$ cat config.mk
export PLATFORM = sky130hd
export DESIGN_NAME = branch_cond_unit
export DESIGN_NICKNAME = d
export VERILOG_FILES = /design/src/rtl/branch_cond_unit_pkg.sv /design/src/rtl/branch_cond_unit_cond_eval.sv /design/src/rtl/branch_cond_unit.sv
export SDC_FILE = /design/constraint.sdc
export NUM_CORES = 1
export LEC_CHECK = 0
export BUFFER_PORTS_ARGS = -buffer_cell sky130_fd_sc_hd__buf_4
export CAP_MARGIN = 20
export CORE_ASPECT_RATIO = 1.2
export CORE_MARGIN = 1.5
export CORE_UTILIZATION = 53
export DETAILED_ROUTE_END_ITERATION = 6
export PLACE_DENSITY = 0.84
export SETUP_SLACK_MARGIN = 0.02
export SLEW_MARGIN = 5
export SYNTH_ARGS = -nofsm -noshare
export SYNTH_HDL_FRONTEND = slang
export SYNTH_SLANG_ARGS = --single-unit
$ cat constraint.sdc
create_clock -name clk -period 4.2 [get_ports clk]
set_input_delay 0.63 -clock clk [delete_from_list [all_inputs] [get_ports clk]]
set_output_delay 0.63 -clock clk [all_outputs]
set_load 0.05 [all_outputs]
$ cat src/rtl/branch_cond_unit_pkg.sv
// Shared definitions for the branch condition unit:
// SPARC cond codes, NZVC bit positions and delay-slot FSM encoding.
package branch_cond_unit_pkg;

    localparam logic [3:0] COND_BN   = 4'b0000;
    localparam logic [3:0] COND_BE   = 4'b0001;
    localparam logic [3:0] COND_BLE  = 4'b0010;
    localparam logic [3:0] COND_BL   = 4'b0011;
    localparam logic [3:0] COND_BLEU = 4'b0100;
    localparam logic [3:0] COND_BCS  = 4'b0101;
    localparam logic [3:0] COND_BNEG = 4'b0110;
    localparam logic [3:0] COND_BVS  = 4'b0111;
    localparam logic [3:0] COND_BA   = 4'b1000;
    localparam logic [3:0] COND_BNE  = 4'b1001;
    localparam logic [3:0] COND_BG   = 4'b1010;
    localparam logic [3:0] COND_BGE  = 4'b1011;
    localparam logic [3:0] COND_BGU  = 4'b1100;
    localparam logic [3:0] COND_BCC  = 4'b1101;
    localparam logic [3:0] COND_BPOS = 4'b1110;
    localparam logic [3:0] COND_BVC  = 4'b1111;

    localparam int N_BIT = 3;
    localparam int Z_BIT = 2;
    localparam int V_BIT = 1;
    localparam int C_BIT = 0;

    localparam logic [1:0] ST_IDLE       = 2'b00;
    localparam logic [1:0] ST_SLOT_EXEC  = 2'b01;
    localparam logic [1:0] ST_SLOT_ANNUL = 2'b10;

endpackage

$ cat src/rtl/branch_cond_unit_cond_eval.sv
// cond_eval: combinational SPARC condition test, flags + cond -> true.
// Ports: flags_i (NZVC), cond_i (4-bit cond field), true_o.
module cond_eval
    import branch_cond_unit_pkg::*;
(
    input  logic [3:0] flags_i,
    input  logic [3:0] cond_i,
    output logic       true_o
);

    logic n;
    logic z;
    logic v;
    logic c;
    logic base;

    assign n = flags_i[N_BIT];
    assign z = flags_i[Z_BIT];
    assign v = flags_i[V_BIT];
    assign c = flags_i[C_BIT];

    always_comb begin
        base = 1'b0;
        unique case (cond_i[2:0])
            3'b000: base = 1'b0;
            3'b001: base = z;
            3'b010: base = z | (n ^ v);
            3'b011: base = n ^ v;
            3'b100: base = c | z;
            3'b101: base = c;
            3'b110: base = n;
            3'b111: base = v;
        endcase
    end

    // Upper half of the encoding is the complement of the lower half.
    assign true_o = base ^ cond_i[3];

endmodule

$ cat src/rtl/branch_cond_unit.sv
// branch_cond_unit: NZVC sets, Bicc resolution, delay-slot annul FSM, stats.
// Ports: clk, rst_n, cc_we/cc_wsel/cc_wdata (EX flag write), br_valid/
// br_cond/br_annul/br_ccsel (ID branch), pipe_advance, flush;
// outputs branch_taken, cc_stall, annul_slot, in_delay_slot,
// taken_cnt, nottaken_cnt. Optional macro: CC_BYPASS_EN (EX->ID forward).
module branch_cond_unit
    import branch_cond_unit_pkg::*;
#(
    parameter int NUM_CC = 2,
    parameter int SEL_W  = (NUM_CC > 1) ? $clog2(NUM_CC) : 1,
    parameter int CNT_W  = 16
) (
    input  logic             clk,
    input  logic             rst_n,
    input  logic             cc_we,
    input  logic [SEL_W-1:0] cc_wsel,
    input  logic [3:0]       cc_wdata,
    input  logic             br_valid,
    input  logic [3:0]       br_cond,
    input  logic             br_annul,
    input  logic [SEL_W-1:0] br_ccsel,
    input  logic             pipe_advance,
    input  logic             flush,
    output logic             branch_taken,
    output logic             cc_stall,
    output logic             annul_slot,
    output logic             in_delay_slot,
    output logic [CNT_W-1:0] taken_cnt,
    output logic [CNT_W-1:0] nottaken_cnt
);

    logic [3:0]       cc_q [NUM_CC];
    logic [3:0]       cc_d [NUM_CC];
    logic [1:0]       state_q;
    logic [1:0]       state_d;
    logic [CNT_W-1:0] taken_q;
    logic [CNT_W-1:0] taken_d;
    logic [CNT_W-1:0] nt_q;
    logic [CNT_W-1:0] nt_d;

    logic [3:0] stored_flags;
    logic [3:0] eval_flags;
    logic       hz;
    logic       cond_true;
    logic       in_annul;
    logic       accept;

    // Selectors beyond NUM_CC match no set: writes drop, reads give 0.
    always_comb begin
        cc_d = cc_q;
        for (int i = 0; i < NUM_CC; i++) begin
            if (cc_we && (cc_wsel == SEL_W'(i))) begin
                cc_d[i] = cc_wdata;
            end
        end
    end

    always_comb begin
        stored_flags = 4'b0000;
        for (int i = 0; i < NUM_CC; i++) begin
            if (br_ccsel == SEL_W'(i)) begin
                stored_flags = cc_q[i];
            end
        end
    end

    assign hz = br_valid & cc_we & (cc_wsel == br_ccsel);

`ifdef CC_BYPASS_EN
    assign eval_flags = hz ? cc_wdata : stored_flags;
    assign cc_stall   = 1'b0;
`else
    assign eval_flags = stored_flags;
    assign cc_stall   = hz;
`endif

    cond_eval u_cond_eval (
        .flags_i (eval_flags),
        .cond_i  (br_cond),
        .true_o  (cond_true)
    );

    assign in_annul     = (state_q == ST_SLOT_ANNUL);
    assign branch_taken = br_valid & ~cc_stall & ~in_annul & cond_true;
    assign accept       = br_valid & pipe_advance & ~cc_stall & ~in_annul;

    // BA,a annuls its slot even though it is taken.
    always_comb begin
        state_d = state_q;
        if (flush) begin
            state_d = ST_IDLE;
        end else if (accept) begin
            if (br_annul && (!cond_true || br_cond == COND_BA)) begin
                state_d = ST_SLOT_ANNUL;
            end else begin
                state_d = ST_SLOT_EXEC;
            end
        end else if (pipe_advance && state_q != ST_IDLE) begin
            state_d = ST_IDLE;
        end
    end

    // Counters ignore flush and saturate at all-ones.
    always_comb begin
        taken_d = taken_q;
        nt_d    = nt_q;
        if (accept) begin
            if (cond_true) begin
                if (taken_q != '1) taken_d = taken_q + CNT_W'(1);
            end else begin
                if (nt_q != '1) nt_d = nt_q + CNT_W'(1);
            end
        end
    end

    always_ff @(posedge clk or negedge rst_n) begin
        if (!rst_n) begin
            for (int i = 0; i < NUM_CC; i++) begin
                cc_q[i] <= 4'b0000;
            end
            state_q <= ST_IDLE;
            taken_q <= '0;
            nt_q    <= '0;
        end else begin
            cc_q    <= cc_d;
            state_q <= state_d;
            taken_q <= taken_d;
            nt_q    <= nt_d;
        end
    end

    assign annul_slot    = in_annul;
    assign in_delay_slot = (state_q != ST_IDLE);
    assign taken_cnt     = taken_q;
    assign nottaken_cnt  = nt_q;

endmodule

==> impl_summary.md <==
Run status
The run finished with clean final reports.

Worst setup path
Following the worst setup path forward leads to its endpoint at branch_taken. The peak fanout along the critical path is 13. The most critical setup path has its startpoint at cc_q[6]. The kind of start point of the critical path is a flip-flop. The number of cells on the worst reg-to-reg path is 7. By startpoint and endpoint, the worst setup path is classified as reg2out. At the worst endpoint, the arrival time is 2650 ps. The reg-to-reg endpoint is nottaken_cnt[1]. The worst register-to-register path begins at nottaken_cnt[0].

At the worst endpoint, the required time is roughly 3600 ps. The kind of capture point of the worst setup path is an output pin. The worst-case register-to-register setup slack is around 1400 ps.

Logic synthesis
The simple-gate share of the synthesized area is a little over a fifth. The proportion of register bits with asynchronous set or reset after synthesis is 100.0%. Counting flops and latches in the post-synthesis netlist gives 42. Summed over all instances, the cell type with the most area after synthesis is sky130_fd_sc_hd__dfrtp_1. Summing the areas of all compound-gate instances in the mapped netlist gives roughly 13% of the synthesized area. The net count of the mapped netlist is 243. The number of enable-type register cells in the synthesized netlist is 0. By area, the combinational part of the netlist is dominated by simple AND/OR/NAND/NOR gates.

Sequential elements use between 40% and 50% of the synthesized area. The synthesized area per cell is around 11 µm². Among all flip-flop cells after synthesis, the most frequent one is sky130_fd_sc_hd__dfrtp_1. The area share of the largest cell type after synthesis is roughly 41%. The synthesized instance count is 224. The count of warnings emitted by yosys is 0.

After Yosys synthesis, XOR and XNOR cells account for a little under an eighth of the synthesized area. The fraction of synthesized area in multiplexers is approximately 7.4%. The combined area of all synthesized cells is around 2500 µm².

In the post-synthesis netlist, the biggest area contributors are sky130_fd_sc_hd__dfrtp_1 41%, sky130_fd_sc_hd__xnor2_1 6.6%, sky130_fd_sc_hd__mux2_2 4.9%. The number of distinct standard cells referenced by the synthesized netlist is a little over 50. Summing the areas of all fa, ha and maj instances in the mapped netlist gives less than 1% of the synthesized area.

Clock network
TritonCTS built the clock tree. Clock tree synthesis inserted a total of 5 buffers. Clock-pin slew was measured on the worst setup and hold paths at 90 ps.

The clock drives 42 sinks. In this run, post-CTS hold repair placed 0 buffers. The root buffer cell chosen for the clock tree is sky130_fd_sc_hd__clkbuf_8. Post-CTS repair changed the size of 0 cells. The worst-skew pair later-pin latency is 310 ps. The H-tree was split into 2 levels. Buffers added to address setup during post-CTS repair amount to 0.

The buffer levels on the longest clock path is 2.

GRT
The first global-routing pass estimated just under 9 mm of wire. The number of antenna violations at the first check in global routing is 0. Entering global routing, the biggest net connects 43 pins. Global routing consumed, over all layers together, between 20% and 30% of the routing resources. The number of global-route vias before repair is ~1,900. For this run the aggregate overflow at the end of global routing stands at 0.

Detailed routing
The first-pass detailed-route iteration total is 4. The wire length per cell after detailed routing is between 15 and 20 µm. The total wirelength of the detailed-routed design is ~5.3 mm. The average vias per placed instance is between 5 and 6. The total DRC errors in the routed layout is 0. For this block, the initial DRC count from the detailed router was 113. The antenna violation net count after detailed routing is 0. The total via count after detailed routing is 1,968.

Power and ir drop
The largest vdd supply drop is roughly 440 µV. In this run the static leakage power is ~1.4 nW. The power per cell area is roughly 400 nW/µm².

Power comes to approximately 1.3 mW.

STA
Setup repair after global routing left no endpoint under its margin. The post-route clock skew is 13.30 ps. The pin slew with the least headroom to its limit is roughly 830 ps.

The count of endpoints failing setup in the final report is 0. The time the worst path needs with I/O delays and setup is 3278 ps. The minimum setup slack in the final design is 922.1 ps. The maximum clock rate is ~310 MHz. The number of hold violations in the final report came to 0. The final critical path takes up about four fifths of the cycle. The total negative setup slack is 0 ps. The tightest slew margin relative to the limit is ~44%. The number of slew-limit violations in the final report was 0. The worst hold-check slack is around 300 ps.

Cells and area
The final layout contains just under 300 nets. The area growth from synthesis to layout is 20.40%. The number of standard cells in the layout, taps in and fillers out is 335. Cells with a size suffix above 1 make up about a third of the layout. The count of inserted antenna diode cells is 0.

Floorplan
The initial standard-cell utilization of the core is roughly 55%. The height of the chip is 78.74 µm. The top-level port count is 53.

The placeable core area is roughly 4600 µm². In this run the horizontal extent of the chip is ~66 µm. The count of standard-cell rows is 27. The area of the die is between 5000 and 6000 µm².

Placement
The count of buffers inserted at the top-level ports is 52. The number of cells in the design after placement is 327. The setup slack after placement is 906.4 ps. The congestion estimate from routability-driven global placement came to 0.8198.

The total half-perimeter wirelength after legalization and detailed placement is 3.976 mm.

Hold path
The kind of path behind the tightest hold check is in2async.

Run
The number of maximum-capacitance constraint violations is 0.
[cells in the mapped netlist, types with 7 or more instances]
master / count
sky130_fd_sc_hd__xor2_1: 13
sky130_fd_sc_hd__and3_1: 7
sky130_fd_sc_hd__o2111ai_1: 7
sky130_fd_sc_hd__nand3_1: 9
sky130_fd_sc_hd__nand4_1: 7
sky130_fd_sc_hd__mux2_2: 11
sky130_fd_sc_hd__xnor2_1: 19
sky130_fd_sc_hd__nor4_1: 7
sky130_fd_sc_hd__inv_1: 10
sky130_fd_sc_hd__dfrtp_1: 42
sky130_fd_sc_hd__nand2_1: 13
[worst min-delay path by stage]
stage,from,end,cells after the start
after floorplan,rst_n,cc_q[0],0
after global placement,nottaken_cnt[13],nottaken_cnt[13],1
after detailed placement,nottaken_cnt[9],nottaken_cnt[9],1
after CTS,rst_n,cc_q[4],1
after global routing,rst_n,nottaken_cnt[9],1
final,rst_n,nottaken_cnt[11],1
[logic make-up (layout without fill, tap and decap cells)]
kind of cell,count (synthesis),in the layout
xor gates and xnor gates,33,33
adders and majority gates,2,2
muxes,16,16
buffers and inverters,19,72
DFF,42,42
AOI/OAI and AO/OA,30,30
and+or+nand+nor,82,82
[power breakdown]
part           internal [mW]  switching (mW)  leakage [nW]  total, mW
clock                  0.177           0.148        0.0504      0.325
combinational          0.144           0.276         0.771      0.420
sequential             0.454          0.0569         0.550      0.511
total                  0.775           0.481          1.37       1.26
[through the flow]
step | area (µm²) | util, %
after floorplan | 2534 | -
after global placement | 2937 | 63.92
after detailed placement | 2937 | 63.92
after CTS | 3050 | 66.39
after global routing | 3050 | 66.39
final | 3050 | 66.39
[registers in the layout, summed over array words and instances (netlist names)]
name and cells:
taken_cnt 16, cc_q 8, state_q 2, nottaken_cnt 16
[worst max-delay path: stages (launching register included)]
cell,delay [ps]
sky130_fd_sc_hd__dfrtp_1,410
sky130_fd_sc_hd__nor2b_1,140
sky130_fd_sc_hd__o32ai_1,550
sky130_fd_sc_hd__o311ai_4,200
sky130_fd_sc_hd__o21ai_4,380
sky130_fd_sc_hd__nand2_1,140
sky130_fd_sc_hd__a2111oi_2,290
sky130_fd_sc_hd__buf_4,250
[per-layer routing]
metal	track usage, %	vias to the layer above	routed length [µm]
met5	0	-	0
met4	7.959	0	87
met3	3.824	8	217
met2	37.40	44	2770
met1	28.22	985	2231
li1	-	931	-
[cells in the final DEF, fill, tap and decap left out, types with 3 or more instances in the layout]
master                      count
sky130_fd_sc_hd__mux2i_1        3
sky130_fd_sc_hd__nor3_1         4
sky130_fd_sc_hd__clkbuf_8       5
sky130_fd_sc_hd__nor2_1         5
sky130_fd_sc_hd__dfrtp_1       42
sky130_fd_sc_hd__o2111ai_1      7
sky130_fd_sc_hd__buf_4         54
sky130_fd_sc_hd__nor4_1         7
sky130_fd_sc_hd__nand3_1        9
sky130_fd_sc_hd__nand2_1       13
sky130_fd_sc_hd__a2111oi_2      4
sky130_fd_sc_hd__inv_1         10
sky130_fd_sc_hd__xnor2_1       19
sky130_fd_sc_hd__and4_1         5
sky130_fd_sc_hd__and2_1         5
sky130_fd_sc_hd__nor2b_1        4
sky130_fd_sc_hd__mux2_2        11
sky130_fd_sc_hd__xor2_1        13
sky130_fd_sc_hd__nand4_1        7
sky130_fd_sc_hd__and3_1         7
[final cells by class]
cell class	instances	area [µm²]
Clock inverter	3	45.04
Timing Repair Buffer	54	405.4
Inverter	10	37.54
Tap cell	58	72.57
Clock buffer	5	68.82
Sequential cell	42	1051
Fill cell	395	1544
Multi-Input combinational cell	163	1370
(Power assumes the default switching activity.)
